--- config.mk ---
export PLATFORM = sky130hd
export DESIGN_NAME = sc_io_ports_flat
export DESIGN_NICKNAME = d
export VERILOG_FILES = /design/src/rtl/sc_io_pkg.sv /design/src/rtl/sc_io_ports_if.sv /design/src/rtl/sc_io_sync.sv /design/src/rtl/sc_io_ports.sv /design/src/flat_wrapper.sv
export SDC_FILE = /design/constraint.sdc
export NUM_CORES = 1
export LEC_CHECK = 0
export ABC_AREA = 1
export CORE_MARGIN = 8
export CORE_UTILIZATION = 25
export CTS_BUF_LIST = sky130_fd_sc_hd__clkbuf_16
export DETAILED_ROUTE_END_ITERATION = 12
export PLACE_DENSITY = 0.5
export SLEW_MARGIN = 15
export SYNTH_ARGS = -nofsm -noshare
export SYNTH_HDL_FRONTEND = slang
export SYNTH_SLANG_ARGS = --single-unit
--- constraint.sdc ---
create_clock -name clock -period 1.5 [get_ports clock]
set_input_delay 0.225 -clock clock [delete_from_list [all_inputs] [get_ports clock]]
set_output_delay 0.225 -clock clock [all_outputs]
set_load 0.01 [all_outputs]
--- src/rtl/sc_io_pkg.sv ---
// Shared constants and address decode helpers for the sc_io_ports register window.
package sc_io_pkg;

  localparam logic [7:0] IO_IN_BASE   = 8'h00;
  localparam logic [7:0] IO_OUT_BASE  = 8'h40;
  localparam logic [7:0] IO_STATUS    = 8'h80;
  localparam logic [7:0] IO_MASK      = 8'h84;
  localparam int         IO_MAX_PORTS = 16;
  localparam int         IDX_W        = $clog2(IO_MAX_PORTS);

  typedef enum logic [2:0] {
    RegNone,
    RegIn,
    RegOut,
    RegStatus,
    RegMask
  } io_region_e;

  // Decodes a word address; the byte lane bits are dropped by the caller.
  function automatic io_region_e decodeRegion(input logic [5:0] word);
    if (word == IO_STATUS[7:2])          return RegStatus;
    if (word == IO_MASK[7:2])            return RegMask;
    if (word[5:4] == IO_IN_BASE[7:6])    return RegIn;
    if (word[5:4] == IO_OUT_BASE[7:6])   return RegOut;
    return RegNone;
  endfunction

  function automatic logic [IDX_W-1:0] wordIndex(input logic [5:0] word);
    return word[IDX_W-1:0];
  endfunction

endpackage

--- src/rtl/sc_io_ports_if.sv ---
// CPU-side register bus of the I/O window; the CPU is the master.
interface sc_io_ports_if #(
  parameter int WIDTH = 32
);
  logic             io_sel;
  logic             we;
  logic [7:0]       addr;
  logic [WIDTH-1:0] wdata;
  logic [WIDTH-1:0] rdata;

  modport master (output io_sel, we, addr, wdata, input rdata);
  modport slave  (input io_sel, we, addr, wdata, output rdata);
endinterface

--- src/rtl/sc_io_sync.sv ---
// One input channel: two-flop synchroniser, previous-value register and a
// sticky change flag that is write-1-to-clear, with set taking priority.
module sc_io_sync #(
  parameter int WIDTH = 32
) (
  input  logic             clock,
  input  logic             resetn,
  input  logic             armed_i,
  input  logic             clear_i,
  input  logic [WIDTH-1:0] din_i,
  output logic [WIDTH-1:0] syncVal_o,
  output logic             flag_o,
  output logic             flagNext_o
);

  logic [WIDTH-1:0] s1_q;
  logic [WIDTH-1:0] s2_q;
  logic [WIDTH-1:0] prev_q;
  logic             flag_q;
  logic             flag_d;

  always_comb begin
    flag_d = flag_q;
    if (clear_i)                     flag_d = 1'b0;
    if (armed_i && (s2_q != prev_q)) flag_d = 1'b1;
  end

  always_ff @(posedge clock or negedge resetn) begin
    if (!resetn) begin
      s1_q   <= '0;
      s2_q   <= '0;
      prev_q <= '0;
      flag_q <= 1'b0;
    end else begin
      s1_q   <= din_i;
      s2_q   <= s1_q;
      prev_q <= s2_q;
      flag_q <= flag_d;
    end
  end

  assign syncVal_o  = s2_q;
  assign flag_o     = flag_q;
  assign flagNext_o = flag_d;

endmodule

--- src/rtl/sc_io_ports.sv ---
// Memory-mapped I/O unit: N_IN synchronised inputs with change flags and a
// maskable interrupt, N_OUT registered outputs, one word-addressed window.
module sc_io_ports
  import sc_io_pkg::*;
#(
  parameter int WIDTH = 32,
  parameter int N_IN  = 4,
  parameter int N_OUT = 4
) (
  input  logic                   clock,
  input  logic                   resetn,
  sc_io_ports_if.slave           bus,
  input  logic [N_IN*WIDTH-1:0]  in_port,
  output logic [N_OUT*WIDTH-1:0] out_port,
  output logic                   irq
);

  logic [1:0]                   warm_q, warm_d;
  logic [N_OUT-1:0][WIDTH-1:0]  out_q, out_d;
  logic [N_IN-1:0]              mask_q, mask_d;
  logic                         irq_q, irq_d;
  logic [N_IN-1:0][WIDTH-1:0]   inSync;
  logic [N_IN-1:0]              status;
  logic [N_IN-1:0]              statusNext;
  logic [N_IN-1:0]              clear;
  logic                         armed;
  logic                         wr;
  io_region_e                   region;
  logic [IDX_W-1:0]             idx;
  logic [WIDTH-1:0]             rdataC;
  logic                         unusedAddrBits;

  assign region         = decodeRegion(bus.addr[7:2]);
  assign idx            = wordIndex(bus.addr[7:2]);
  assign wr             = bus.io_sel & bus.we;
  assign unusedAddrBits = ^bus.addr[1:0];

  // Warm-up counter keeps change detection off until the pipeline holds real samples.
  assign armed  = (warm_q == 2'd3);
  assign warm_d = armed ? warm_q : warm_q + 2'd1;

  for (genvar g = 0; g < N_IN; g++) begin : gen_in
    sc_io_sync #(.WIDTH(WIDTH)) u_sync (
      .clock      (clock),
      .resetn     (resetn),
      .armed_i    (armed),
      .clear_i    (clear[g]),
      .din_i      (in_port[g*WIDTH +: WIDTH]),
      .syncVal_o  (inSync[g]),
      .flag_o     (status[g]),
      .flagNext_o (statusNext[g])
    );
  end

  always_comb begin
    clear  = '0;
    mask_d = mask_q;
    out_d  = out_q;
    if (wr && region == RegStatus) clear  = bus.wdata[N_IN-1:0];
    if (wr && region == RegMask)   mask_d = bus.wdata[N_IN-1:0];
    if (wr && region == RegOut) begin
      for (int i = 0; i < N_OUT; i++) begin
        if (idx == IDX_W'(i)) out_d[i] = bus.wdata;
      end
    end
  end

  assign irq_d = |(statusNext & mask_d);

  always_ff @(posedge clock or negedge resetn) begin
    if (!resetn) begin
      warm_q <= 2'd0;
      out_q  <= '0;
      mask_q <= '0;
      irq_q  <= 1'b0;
    end else begin
      warm_q <= warm_d;
      out_q  <= out_d;
      mask_q <= mask_d;
      irq_q  <= irq_d;
    end
  end

  // Indices beyond the configured port count fall through and read 0.
  always_comb begin
    rdataC = '0;
    case (region)
      RegIn: begin
        for (int i = 0; i < N_IN; i++) begin
          if (idx == IDX_W'(i)) rdataC = inSync[i];
        end
      end
      RegOut: begin
        for (int i = 0; i < N_OUT; i++) begin
          if (idx == IDX_W'(i)) rdataC = out_q[i];
        end
      end
      RegStatus: rdataC[N_IN-1:0] = status;
      RegMask:   rdataC[N_IN-1:0] = mask_q;
      default:   rdataC = '0;
    endcase
  end

  assign bus.rdata = rdataC;
  assign out_port  = out_q;
  assign irq       = irq_q;

endmodule

--- src/flat_wrapper.sv ---
// flat-port wrapper written by rule: the top's interface ports become plain ports
module sc_io_ports_flat import sc_io_pkg::*;
#(
  parameter int WIDTH = 32,
  parameter int N_IN  = 4,
  parameter int N_OUT = 4
)
  (clock, resetn, in_port, out_port, irq, bus_io_sel, bus_we, bus_addr, bus_wdata, bus_rdata);
  sc_io_ports_if #(.WIDTH(WIDTH)) bus_i ();
  input  logic clock;
  input  logic resetn;
  input  logic [N_IN*WIDTH-1:0] in_port;
  output logic [N_OUT*WIDTH-1:0] out_port;
  output logic irq;
  input wire logic [$bits(bus_i.io_sel)-1:0] bus_io_sel;
  input wire logic [$bits(bus_i.we)-1:0] bus_we;
  input wire logic [$bits(bus_i.addr)-1:0] bus_addr;
  input wire logic [$bits(bus_i.wdata)-1:0] bus_wdata;
  output wire logic [$bits(bus_i.rdata)-1:0] bus_rdata;
  assign bus_i.io_sel = bus_io_sel;
  assign bus_i.we = bus_we;
  assign bus_i.addr = bus_addr;
  assign bus_i.wdata = bus_wdata;
  assign bus_rdata = bus_i.rdata;
  sc_io_ports #(.WIDTH(WIDTH), .N_IN(N_IN), .N_OUT(N_OUT)) u_core (.clock(clock), .resetn(resetn), .bus(bus_i), .in_port(in_port), .out_port(out_port), .irq(irq));
endmodule
==> results by group, run 1 <==
Global routing
  • M2 GR Usage: 0.2526
  • GR Util met3: 0.04149
  • Initial antenna violation count: 2
  • Largest net degree at the start of global routing: 87
  • Vias in the first global route: 15350
  • First-pass GRT wire length: just under 100000 um
  • Busiest grt layer: met2
  • Met1 usage: 0.2082
  • Total GRT Usage: 0.1586
  • Total grt overflow: 0

Timing
  • FMAX: 482.2 MHz
  • Setup WS post-layout: -0.5739 ns
  • Final Critical Period: 2.074 ns
  • Final hold viol count: 0
  • Final Cycle Share: 1.383
  • RSZ-0062 raised after global routing: true
  • Clk_skew: 0.02821 ns
  • Worst slew pin tran: roughly 0.44 ns
  • Final setup vio count: 61
  • Slew Limit Fails: 0
  • Slew HR: 0.7096
  • Hold_ws: between 0.02 and 0.025 ns

Floorplanning
  • Die height: 286.8 um
  • Floorplan row count: 99
  • Initial Util: 0.2517
  • Die ar.: 82260 sq um
  • IO Pins: 333
  • Die W: 286.8 um
  • Core ar.: 72830 sq um

Power and ir drop
  • Clock power frac: 0.409
  • Cell area power density: 1134 nW/um^2
  • Cell Int Power: around 25 mW
  • Total net switching power: 8.435 mW
  • Leakage power: 13.50 nW
  • Reg power frac: 0.461
  • Max IR drop VDD: 0.7633 mV
  • Comb pwr share: 0.129
  • Sw Share: 0.2501

Route
  • Iter 0 DRT Violations: 821
  • Post-route ant nets: 0
  • Vias per cell: 4.352
  • Post-route DRC violation count: 0
  • Routed via count: between 10000 and 15000
  • Routed len/inst: ~21 um
  • Final Routed Wirelength: 68630 um
  • DRT Pass-1 Iters: 5

Logic synthesis
  • Register area share after synthesis: 0.7138
  • Post-synthesis cell area: approximately 18000 sq um
  • Yosys top cell area share: 0.7138
  • FF+latch count, synth: 523
  • Yosys cell types: 31
  • Post-Syn Instances: ~1600
  • Syn. warnings: 0
  • Syn nets: approximately 1800
  • Area leader, netlist: dfrtp_1
  • Avg Cell Area, Syn: 11.56 sq um
  • Synth area leaders: dfrtp_1 (71%), nand2_1 (8.4%), o21ai_0 (5.6%)

Placement
  • Final GP Congestion: 0.8456
  • Setup WS pre-CTS: -1.623 ns
  • Port Buffer Count: 330
  • DPL Wire Length: 48470 um
  • Placement Cell Area: about 25000 sq um

Finish
  • Ant diodes: 0
  • Fin area: 29750 sq um
  • Most common cell after layout, fill and taps aside: dfrtp_1
  • Layout cells sized above 1: 0.3521
  • Fill cells: 6888
  • Nets@finish: 2464
  • Final Util: 0.4084
  • Syn-to-layout area delta: 62.24%
  • Most frequent cells in the layout: dfrtp_1 (511), nand2_1 (374), buf_6 (310), clkdlybuf4s50_1 (162)

Outcome
  • Status: complete, but fails checks
  • Violations in the final reports: negative setup slack

Clock tree
  • Skew-Pair Late Insertion Delay: 0.63 ns
  • Clock tree sinks: between 500 and 600
  • CTS root buf: clkbuf_16
  • Clk pin slew, worst setup/hold paths: 0.06 ns
  • Largest buffer count on any clock path: 3
  • Num CTS Buffers: 59
  • H-tree Lvls: 2
  • CTS tree: done

Critical path
  • CP Launch Type: input pin
  • R2R depth: 14
  • CP endpoint kind: output pin
  • Reg2reg end: u_core.irq$_DFF_PN0_
  • Cell Chain, Critical Path: buf_6 -> nor2_4 -> nand2_4 -> nor2_4 -> buf_6 -> buf_8 -> buf_12 -> a21oi_2 -> a31oi_1 -> o21ai_2 -> o21ai_1 -> buf_2
  • Slowest cell on crit path: a31oi_1
  • Crit path DAT: around 1.9 ns
  • Slowest stage delay, CP: 0.20 ns
  • CP Buf/Inv Count: 5
  • FF-to-FF Start: u_core.gen_in[1].u_sync.syncVal_o[0]$_DFF_PN0_
  • WS Path Type: input pin to output pin
  • CP Depth: 12
  • Crit-path leading delay family: buffers and inverters
  • Crit path max fanout: 7
  • R2R Setup Slk: -0.23 ns
  • Worst endpoint required time: 1.27 ns

Run
  • Max-cap violations: 0

Worst hold path
  • Worst hold path type: input pin to asynchronous set/reset pin
## repair_timing
| item | CTS | global route |
|---|---|---|
| pin swaps | 55 | 91 |
| endpoints found under the setup margin | 198 | 163 |
| endpoints found under the hold margin | 524 | 0 |
| gates cloned | 6 | 7 |
| resized for setup | 1157 | 188 |
| hold buffers | 2 | 0 |
| buffers inserted | 79 | 76 |
## logic make-up (layout without fill, tap and decap cells)
family	count (synthesis)	count (layout)	synth area share
AOI/OAI and AO/OA	318	318	0.09479
xor gates and xnor gates	111	111	0.05302
adders and majority gates	1	1	0.0006823
buffers and inverters	139	885	0.03030
DFF	523	523	0.7138
muxes	1	1	0.0006141
and+or+nand+nor	493	493	0.1068
## worst max-delay path by stage
stage	startpoint	endpoint	slack, ns
floorplan	bus_addr[4]	bus_rdata[1]	-0.01
global placement	bus_addr[4]	bus_rdata[14]	-1.60
detailed placement	bus_addr[4]	bus_rdata[14]	-1.62
CTS	bus_addr[5]	bus_rdata[4]	-0.63
global route	bus_addr[4]	bus_rdata[14]	-0.66
finish	bus_addr[4]	bus_rdata[10]	-0.57
## power groups by stage
stage / sequential (mW) / combinational, mW / clock (mW)
after floorplan: 15.7 / 0.872 / 0
after global placement: 15.7 / 3.61 / 0
after detailed placement: 15.7 / 3.65 / 0
after CTS: 15.5 / 4.19 / 14.2
after global routing: 15.6 / 4.71 / 14.8
final: 15.6 / 4.37 / 13.8
## final cells by class
class	count	area [sq um]	area share
timing repair buffer	705	7599	0.2554
tap	959	1200	0.04034
inverter	78	327.8	0.01102
sequential	523	13100	0.4405
multi-input combinational	924	5667	0.1905
clock inverter	42	350.3	0.01178
clock buffer	60	1501	0.05047
## stage by stage
step,power (mW),setup TNS (ns),std cells
after floorplan,16.61,-0.01057,1586
after global placement,19.33,-122.11,3083
after detailed placement,19.38,-123.04,3083
after CTS,33.95,-20.50,3244
after global routing,35.12,-23.60,3291
final,33.72,-17.20,3291
## state kept, by name (all words and copies together), names as in the netlist
signal,count
u_core.gen_in.u_sync.flag_o,4
u_core.gen_in.u_sync.prev_q,128
u_core.gen_in.u_sync.s1_q,128
u_core.gen_in.u_sync.syncVal_o,128
u_core.irq,1
u_core.mask_q,4
u_core.out_port,128
u_core.warm_q,2
## Yosys cell counts
master    count
nor2_2        3
o221ai_1      3
o21ai_1       5
clkbuf_1     39
nand3_2       1
a221oi_1     13
buf_1         1
nand3_4       1
ha_1          1
mux2_2        1
xnor2_1     111
o21ai_0     205
nand4_1       1
buf_2        17
a31oi_1      16
inv_1        75
clkbuf_2      1
nor2_4        1
nand2_2       3
a21oi_1      48
nand3_1      30
inv_2         3
o211ai_1     18
buf_4         3
dfrtp_1     523
nand2_1     410
nor3_4        2
nor2_1       41
a22oi_1       4
a211oi_1      3
o22ai_1       3
## routing by layer
metal / vias up / wire (um)
li1: 6584 / -
met1: 7106 / 29390
met2: 497 / 31950
met3: 133 / 4700
met4: 2 / 2582
met5: - / 13
No activity file was read; power rests on OpenSTA's default activity.
==> inputs of run 2 (changes only) <==
--- a/config.mk
+++ b/config.mk
@@ -9,8 +9,10 @@
 export CORE_MARGIN = 8
 export CORE_UTILIZATION = 25
 export CTS_BUF_LIST = sky130_fd_sc_hd__clkbuf_16
+export CTS_CLUSTER_DIAMETER = 40
 export DETAILED_ROUTE_END_ITERATION = 12
 export PLACE_DENSITY = 0.5
+export SETUP_SLACK_MARGIN = 0.3
 export SLEW_MARGIN = 15
 export SYNTH_ARGS = -nofsm -noshare
 export SYNTH_HDL_FRONTEND = slang
==> results by group, run 2 (synthesis gave the netlist of run 1 again) <==
Critical path
  • Crit path max fanout: 14 (+7)
  • Cell repeated most along the worst path: nor2_4
  • Cell Chain, Critical Path: buf_6 -> nor2_4 -> nand2_4 -> nor2_4 -> inv_6 -> buf_16 -> o211ai_1 -> o21ai_1 -> buf_2
  • Worst endpoint required time: 1.27 ns (about the same)
  • R2R depth: 14 (unchanged)
  • R2R Setup Slk: -0.26 ns (-0.03 ns)
  • Crit path DAT: 1.98 ns (+0.13 ns)
  • Worst setup startpoint: bus_addr[4]
  • Crit-path leading delay family: compound AO/OA/AOI/OAI gates
  • Slowest cell on crit path: o211ai_1
  • Reg2reg end: u_core.irq$_DFF_PN0_
  • FF-to-FF Start: u_core.gen_in[2].u_sync.syncVal_o[23]$_DFF_PN0_
  • CP endpoint kind: output pin
  • WS Path Type: input pin to output pin
  • Slowest stage delay, CP: 0.54 ns (+0.34 ns)
  • CP Buf/Inv Count: 4 (-1)
  • CP Launch Type: input pin

Global routing
  • Vias in the first global route: 15590 (+1.6%)
  • Initial antenna violation count: 3 (+1)
  • Largest net degree at the start of global routing: 82 (-5.7%)
  • Total grt overflow: 0 (unchanged)
  • First-pass GRT wire length: 99730 um (+1.0%)
  • Total GRT Usage: 0.1617 (+0.003136)

Route
  • Vias per cell: 4.345 (-0.17%)
  • Post-route ant nets: 0 (unchanged)
  • Routed len/inst: 20.65 um (-0.99%)
  • Routed via count: 14610 (+2.0%)
  • Post-route DRC violation count: 0 (unchanged)
  • DRT Pass-1 Iters: 5 (unchanged)
  • Final Routed Wirelength: 69440 um (+1.2%)
  • Iter 0 DRT Violations: 1082 (+32%)

Floorplanning
  • Core ar.: 72830 sq um (unchanged)
  • Die height: 286.8 um (unchanged)
  • IO Pins: 333 (unchanged)
  • Floorplan row count: 99 (unchanged)
  • Die W: 286.8 um (unchanged)
  • Initial Util: 0.2517 (unchanged)
  • Die ar.: 82260 sq um (unchanged)

Timing
  • Slew Limit Fails: 0 (unchanged)
  • Final setup vio count: 68 (+11%)
  • Final hold viol count: 0 (unchanged)
  • Hold_ws: 0.04545 ns (+0.02148 ns)
  • FMAX: 453.3 MHz (-6.0%)
  • Final Critical Period: 2.206 ns (+0.1323 ns)
  • Slew HR: 0.5607 (-0.1489)
  • Final Cycle Share: 1.471 (+0.08819)
  • Clk_skew: 0.02501 ns (-0.003196 ns)
  • Worst slew pin tran: 0.6561 ns (+0.2204 ns)
  • Setup WS post-layout: -0.7062 ns (-0.1323 ns)
  • RSZ-0062 raised after global routing: true

Finish
  • Most frequent cells in the layout: dfrtp_1 (519), nand2_1 (394), buf_6 (312), clkdlybuf4s50_1 (161), buf_4 (141)
  • Post-Layout Cell Count: 3363 (+2.2%)
  • Most common cell after layout, fill and taps aside: dfrtp_1
  • Area of the multi-input gates: 5399 sq um (-4.7%)
  • Syn-to-layout area delta: 68.52%
  • Layout cells sized above 1: 0.3471 (-0.004992)
  • Fill cells: 6789 (-1.4%)
  • FF/Latch Area: 13090 sq um (about the same)
  • Nets@finish: 2505 (+1.7%)
  • Fin area: 30900 sq um (+3.9%)

Power and ir drop
  • Max IR drop VDD: 0.8396 mV (+10%)
  • Leakage power: 14.06 nW (+4.1%)
  • Cell area power density: 1297 nW/um^2 (+14%)

Placement
  • Placement Cell Area: 25050 sq um (about the same)
  • Final GP Congestion: 0.8678 (+2.6%)
  • Setup WS pre-CTS: -1.603 ns (+0.01970 ns)
  • Port Buffer Count: 330 (unchanged)
  • DPL Wire Length: 47790 um (-1.4%)
  • Placed insts: 3085 (+0.065%)

Outcome
  • Violations in the final reports: negative setup slack
  • Status: complete, but fails checks

Clock tree
  • H-tree Lvls: 3 (+1)
  • Skew-Pair Late Insertion Delay: 0.62 ns (about the same)
  • Clock tree sinks: 523 (unchanged)
  • CTS tree: done
  • Largest buffer count on any clock path: 3 (unchanged)
  • Clk pin slew, worst setup/hold paths: 0.06 ns (about the same)
  • CTS root buf: clkbuf_16
  • Num CTS Buffers: 86 (+46%)

Worst hold path
  • Hold_sp: in_port[20]
  • Hold Path End: u_core.gen_in[0].u_sync.s1_q[20]$_DFF_PN0_
  • Hold path cells: 1
  • Worst hold path type: input pin to register

Run
  • Max-cap violations: 0 (unchanged)
## run 2: changes by cell type in the layout (fill, tap and decap cells not counted), sizes merged, moves of 2 or more
cell	delta
buf	-3
bufbuf	+3
bufinv	+7
clkbuf	+33
clkinv	+6
clkinvlp	+7
dlygate4sd3	+6
inv	+10
nand2	+2
## run 2: worst max-delay path by stage
| stage | to | slack (ns) | cells past startpoint |
|---|---|---|---|
| floorplan | bus_rdata[2] | 0.0009 | 8 |
| global placement | bus_rdata[30] | -1.61 | 10 |
| detailed placement | bus_rdata[30] | -1.60 | 10 |
| CTS | bus_rdata[6] | -0.66 | 13 |
| global route | bus_rdata[26] | -0.73 | 13 |
| finish | bus_rdata[25] | -0.71 | 9 |
## run 2: where the power goes
group          switching, mW  internal (mW)
Combinational           1.92           2.42
Clock                   7.45           12.7
Sequential             0.590           15.0
## run 2: what timing repair did
action,4_1_cts,5_1_grt
setup buffers,59,25
setup endpoints to repair,298,283
pin swaps,62,47
cloned,10,16
hold endpoints to repair,483,0
hold buffers,8,0
gates resized for setup,1108,138
## run 2: through the flow
stage               TNS [ns]  total power, mW  utilization
global route          -26.64            41.73       0.4242
detailed placement   -119.89            19.36       0.3439
floorplan                  0            16.63            -
CTS                   -22.92            40.41       0.4106
finish                -19.79            40.07       0.4242
global placement     -116.45            19.31       0.3439
## run 2: per-layer routing
metal,up-vias,wire length (um),part of all wire,track usage
li1,6734,-,-,-
met1,7206,29270,0.42,0.2069
met2,542,32390,0.47,0.2570
met3,127,5860,0.084,0.05477
met4,2,1904,0.027,0.05157
met5,-,13,0.00019,0
## run 2: worst reg2reg max path, stage by stage, from the launching register on
cell,delay (ns)
dfrtp_2,0.45
buf_6,0.13
buf_6,0.11
xnor2_2,0.13
nand2_1,0.08
nor2_1,0.11
nand2_2,0.11
nor2_1,0.11
nand2_1,0.06
nand2_1,0.06
nand2_1,0.06
nand2_1,0.06
nand2_1,0.06
inv_1,0.05
nand2_1,0.05
## run 2: cell type report
type | count | share of cell area
Antenna cell | 1 | 0.00008099
Sequential cell | 523 | 0.4237
Tap cell | 959 | 0.03883
Timing Repair Buffer | 717 | 0.2552
Clock inverter | 72 | 0.02693
Clock buffer | 87 | 0.07046
Inverter | 78 | 0.01008
Multi-Input combinational cell | 926 | 0.1747
==> inputs of run 3 (changes only) <==
--- a/config.mk
+++ b/config.mk
@@ -11,7 +11,7 @@
 export CTS_BUF_LIST = sky130_fd_sc_hd__clkbuf_16
 export CTS_CLUSTER_DIAMETER = 40
 export DETAILED_ROUTE_END_ITERATION = 12
-export PLACE_DENSITY = 0.5
+export PLACE_DENSITY = 0.48
 export SETUP_SLACK_MARGIN = 0.3
 export SLEW_MARGIN = 15
 export SYNTH_ARGS = -nofsm -noshare
==> results by group, run 3 (synthesis gave the netlist of run 1 again) <==
Outcome
  • Status: complete, but fails checks
  • Violations in the final reports: negative setup slack

Critical path
  • WS Path Type: input pin to output pin
  • Reg2reg end: u_core.irq$_DFF_PN0_
  • Cell repeated most along the worst path: nor2_4
  • Worst endpoint required time: 1.27 ns (about the same)
  • CP endpoint kind: output pin
  • FF-to-FF Start: u_core.gen_in[0].u_sync.syncVal_o[19]$_DFF_PN0_
  • Cell Chain, Critical Path: buf_6 -> nor2_4 -> nand2_4 -> nor2_4 -> buf_4 -> inv_4 -> buf_12 -> o211ai_1 -> o21ai_1 -> buf_2
  • Slowest stage delay, CP: 0.39 ns (-0.15 ns)
  • Crit path DAT: 1.86 ns (-0.12 ns)
  • R2R depth: 15 (+1)
  • R2R Setup Slk: -0.27 ns (about the same)
  • CP Buf/Inv Count: 5 (+1)
  • Slowest cell on crit path: o211ai_1
  • Crit path max fanout: 10 (-4)
  • CP Launch Type: input pin
  • Crit-path leading delay family: buffers and inverters

Route
  • Vias per cell: 4.393 (+1.1%)
  • Routed len/inst: 21.58 um (+4.5%)
  • DRT Pass-1 Iters: 5 (unchanged)
  • Final Routed Wirelength: 73120 um (+5.3%)
  • Post-route ant nets: 0 (unchanged)
  • Post-route DRC violation count: 0 (unchanged)
  • Routed via count: 14880 (+1.9%)
  • Iter 0 DRT Violations: 757 (-30%)

Worst hold path
  • Hold Path End: u_core.gen_in[1].u_sync.s1_q[20]$_DFF_PN0_
  • Worst hold path type: input pin to register
  • Hold_sp: in_port[52]
  • Hold path cells: 1 (unchanged)

Run
  • Max-cap violations: 0 (unchanged)

Clock tree
  • Clk pin slew, worst setup/hold paths: 0.06 ns (about the same)
  • Num CTS Buffers: 85 (-1.2%)
  • Largest buffer count on any clock path: 3 (unchanged)
  • Clock tree sinks: 523 (unchanged)
  • CTS root buf: clkbuf_16
  • H-tree Lvls: 3 (unchanged)
  • Skew-Pair Late Insertion Delay: 0.62 ns (about the same)
  • CTS tree: done

Timing
  • Slew Limit Fails: 0 (unchanged)
  • Post-route setup TNS: -18.21 ns (+1.574 ns)
  • Worst slew pin tran: 0.5829 ns (-0.07315 ns)
  • Final Cycle Share: 1.392 (-0.07860)
  • FMAX: 478.9 MHz (+5.6%)
  • Setup WS post-layout: -0.5883 ns (+0.1179 ns)
  • Slew HR: 0.6114 (+0.05069)
  • Final setup vio count: 67 (-1.5%)
  • Final Critical Period: 2.088 ns (-0.1179 ns)
  • Hold_ws: 0.04594 ns (+0.0004965 ns)
  • Clk_skew: 0.03228 ns (+0.007271 ns)
  • RSZ-0062 raised after global routing: true
  • Final hold viol count: 0 (unchanged)

Finish
  • Fill cells: 6623 (-2.4%)
  • Syn-to-layout area delta: 74.72%
  • Ant diodes: 0 (-1)
  • Nets@finish: 2534 (+1.2%)
  • Most common cell after layout, fill and taps aside: dfrtp_1
  • Most frequent cells in the layout: dfrtp_1 (513), nand2_1 (345), buf_6 (317), clkdlybuf4s50_1 (162), buf_4 (142)
  • Layout cells sized above 1: 0.3956 (+0.04857)

Power and ir drop
  • Total net switching power: 9.869 mW (-0.84%)
  • Clock power frac: 0.505 (about the same)
  • Reg power frac: 0.383 (-0.005)
  • Cell area power density: 1269 nW/um^2 (-2.1%)
  • Comb pwr share: 0.113 (+0.005)
  • Overall Power: 40.67 mW (+1.5%)
  • Cell Int Power: 30.80 mW (+2.3%)
  • Max IR drop VDD: 0.7319 mV (-13%)
  • Leakage power: 14.53 nW (+3.4%)
  • Sw Share: 0.2427 (-0.005697)

Floorplanning
  • IO Pins: 333 (unchanged)
  • Die ar.: 82260 sq um (unchanged)
  • Floorplan row count: 99 (unchanged)
  • Initial Util: 0.2517 (unchanged)
  • Die height: 286.8 um (unchanged)
  • Core ar.: 72830 sq um (unchanged)
  • Die W: 286.8 um (unchanged)

Global routing
  • Total grt overflow: 0 (unchanged)
  • Vias in the first global route: 15810 (+1.5%)
  • Initial antenna violation count: 2 (-1)
  • First-pass GRT wire length: 103800 um (+4.1%)
  • Total GRT Usage: 0.1686 (+0.006871)
  • Largest net degree at the start of global routing: 63 (-23%)

Placement
  • Port Buffer Count: 330 (unchanged)
  • DPL Wire Length: 48930 um (+2.4%)
  • Final GP Congestion: 0.8866 (+2.2%)
==> run 3: cell types whose count changed in the layout (fill, tap and decap cells not counted), sizes merged <==
cell           delta
clkdlybuf4s18     -1
clkinv            -3
dlymetal6s2s      -1
dlygate4sd3       -7
buf              +37
clkdlybuf4s15     -1
bufinv            +2
inv               +2
clkinvlp          -8
diode             -1
clkbuf            +7
bufbuf            -2
clkdlybuf4s50     +1
==> run 3: power by group through the flow <==
stage          Combinational, mW  Sequential [mW]  Clock (mW)
3_3_place_gp                3.67             15.7           0
5_1_grt                     4.93             15.6        21.7
3_5_place_dp                3.71             15.7           0
6_report                    4.58             15.6        20.5
4_1_cts                     4.37             15.6        21.0
2_1_floorplan              0.890             15.7           0
==> run 3: worst max-delay path by stage <==
stage / end / cells after the start / start
2_1_floorplan: bus_rdata[2] / 8 / bus_addr[4]
3_5_place_dp: bus_rdata[16] / 12 / bus_addr[4]
4_1_cts: bus_rdata[25] / 5 / u_core.gen_in[2].u_sync.syncVal_o[25]$_DFF_PN0_
6_report: bus_rdata[25] / 10 / bus_addr[4]
5_1_grt: bus_rdata[6] / 14 / bus_addr[4]
3_3_place_gp: bus_rdata[27] / 10 / bus_addr[4]
==> run 3: per-stage QoR <==
stage	utilization	instance area (sq um)	setup WS [ns]	instances
finish	0.4398	32030	-0.5883	3388
global route	0.4398	32030	-0.6958	3388
CTS	0.4215	30700	-0.6153	3346
detailed placement	0.3470	25270	-1.455	3105
global placement	0.3470	25270	-1.449	3105
floorplan	-	18540	0.0008883	1586
==> run 3: cell type report <==
cell class              instances  area (sq um)  area share
well taps                     959          1200     0.03746
multi-input cells             926          5793      0.1808
repair buffers                747          8582      0.2679
clock inverters                65         789.5     0.02465
clock buffers                  90          2252     0.07030
flip-flops and latches        523         13100      0.4089
inverters                      78         317.8    0.009921
==> run 3: metal layers <==
| layer | vias up | share of wire | global-route usage |
|---|---|---|---|
| li1 | 6801 | - | - |
| met1 | 7414 | 0.43 | 0.2233 |
| met2 | 552 | 0.48 | 0.2757 |
| met3 | 112 | 0.072 | 0.04070 |
| met4 | 4 | 0.024 | 0.04440 |
| met5 | - | 0.00023 | 0 |
==> run 3: repair_timing <==
action / CTS / global route
pin swaps: 77 / 42
setup buffers: 67 / 23
resized for setup: 1178 / 233
hold buffers: 1 / 0
endpoints found under the setup margin: 298 / 298
endpoints found under the hold margin: 362 / 0
cloned: 18 / 19
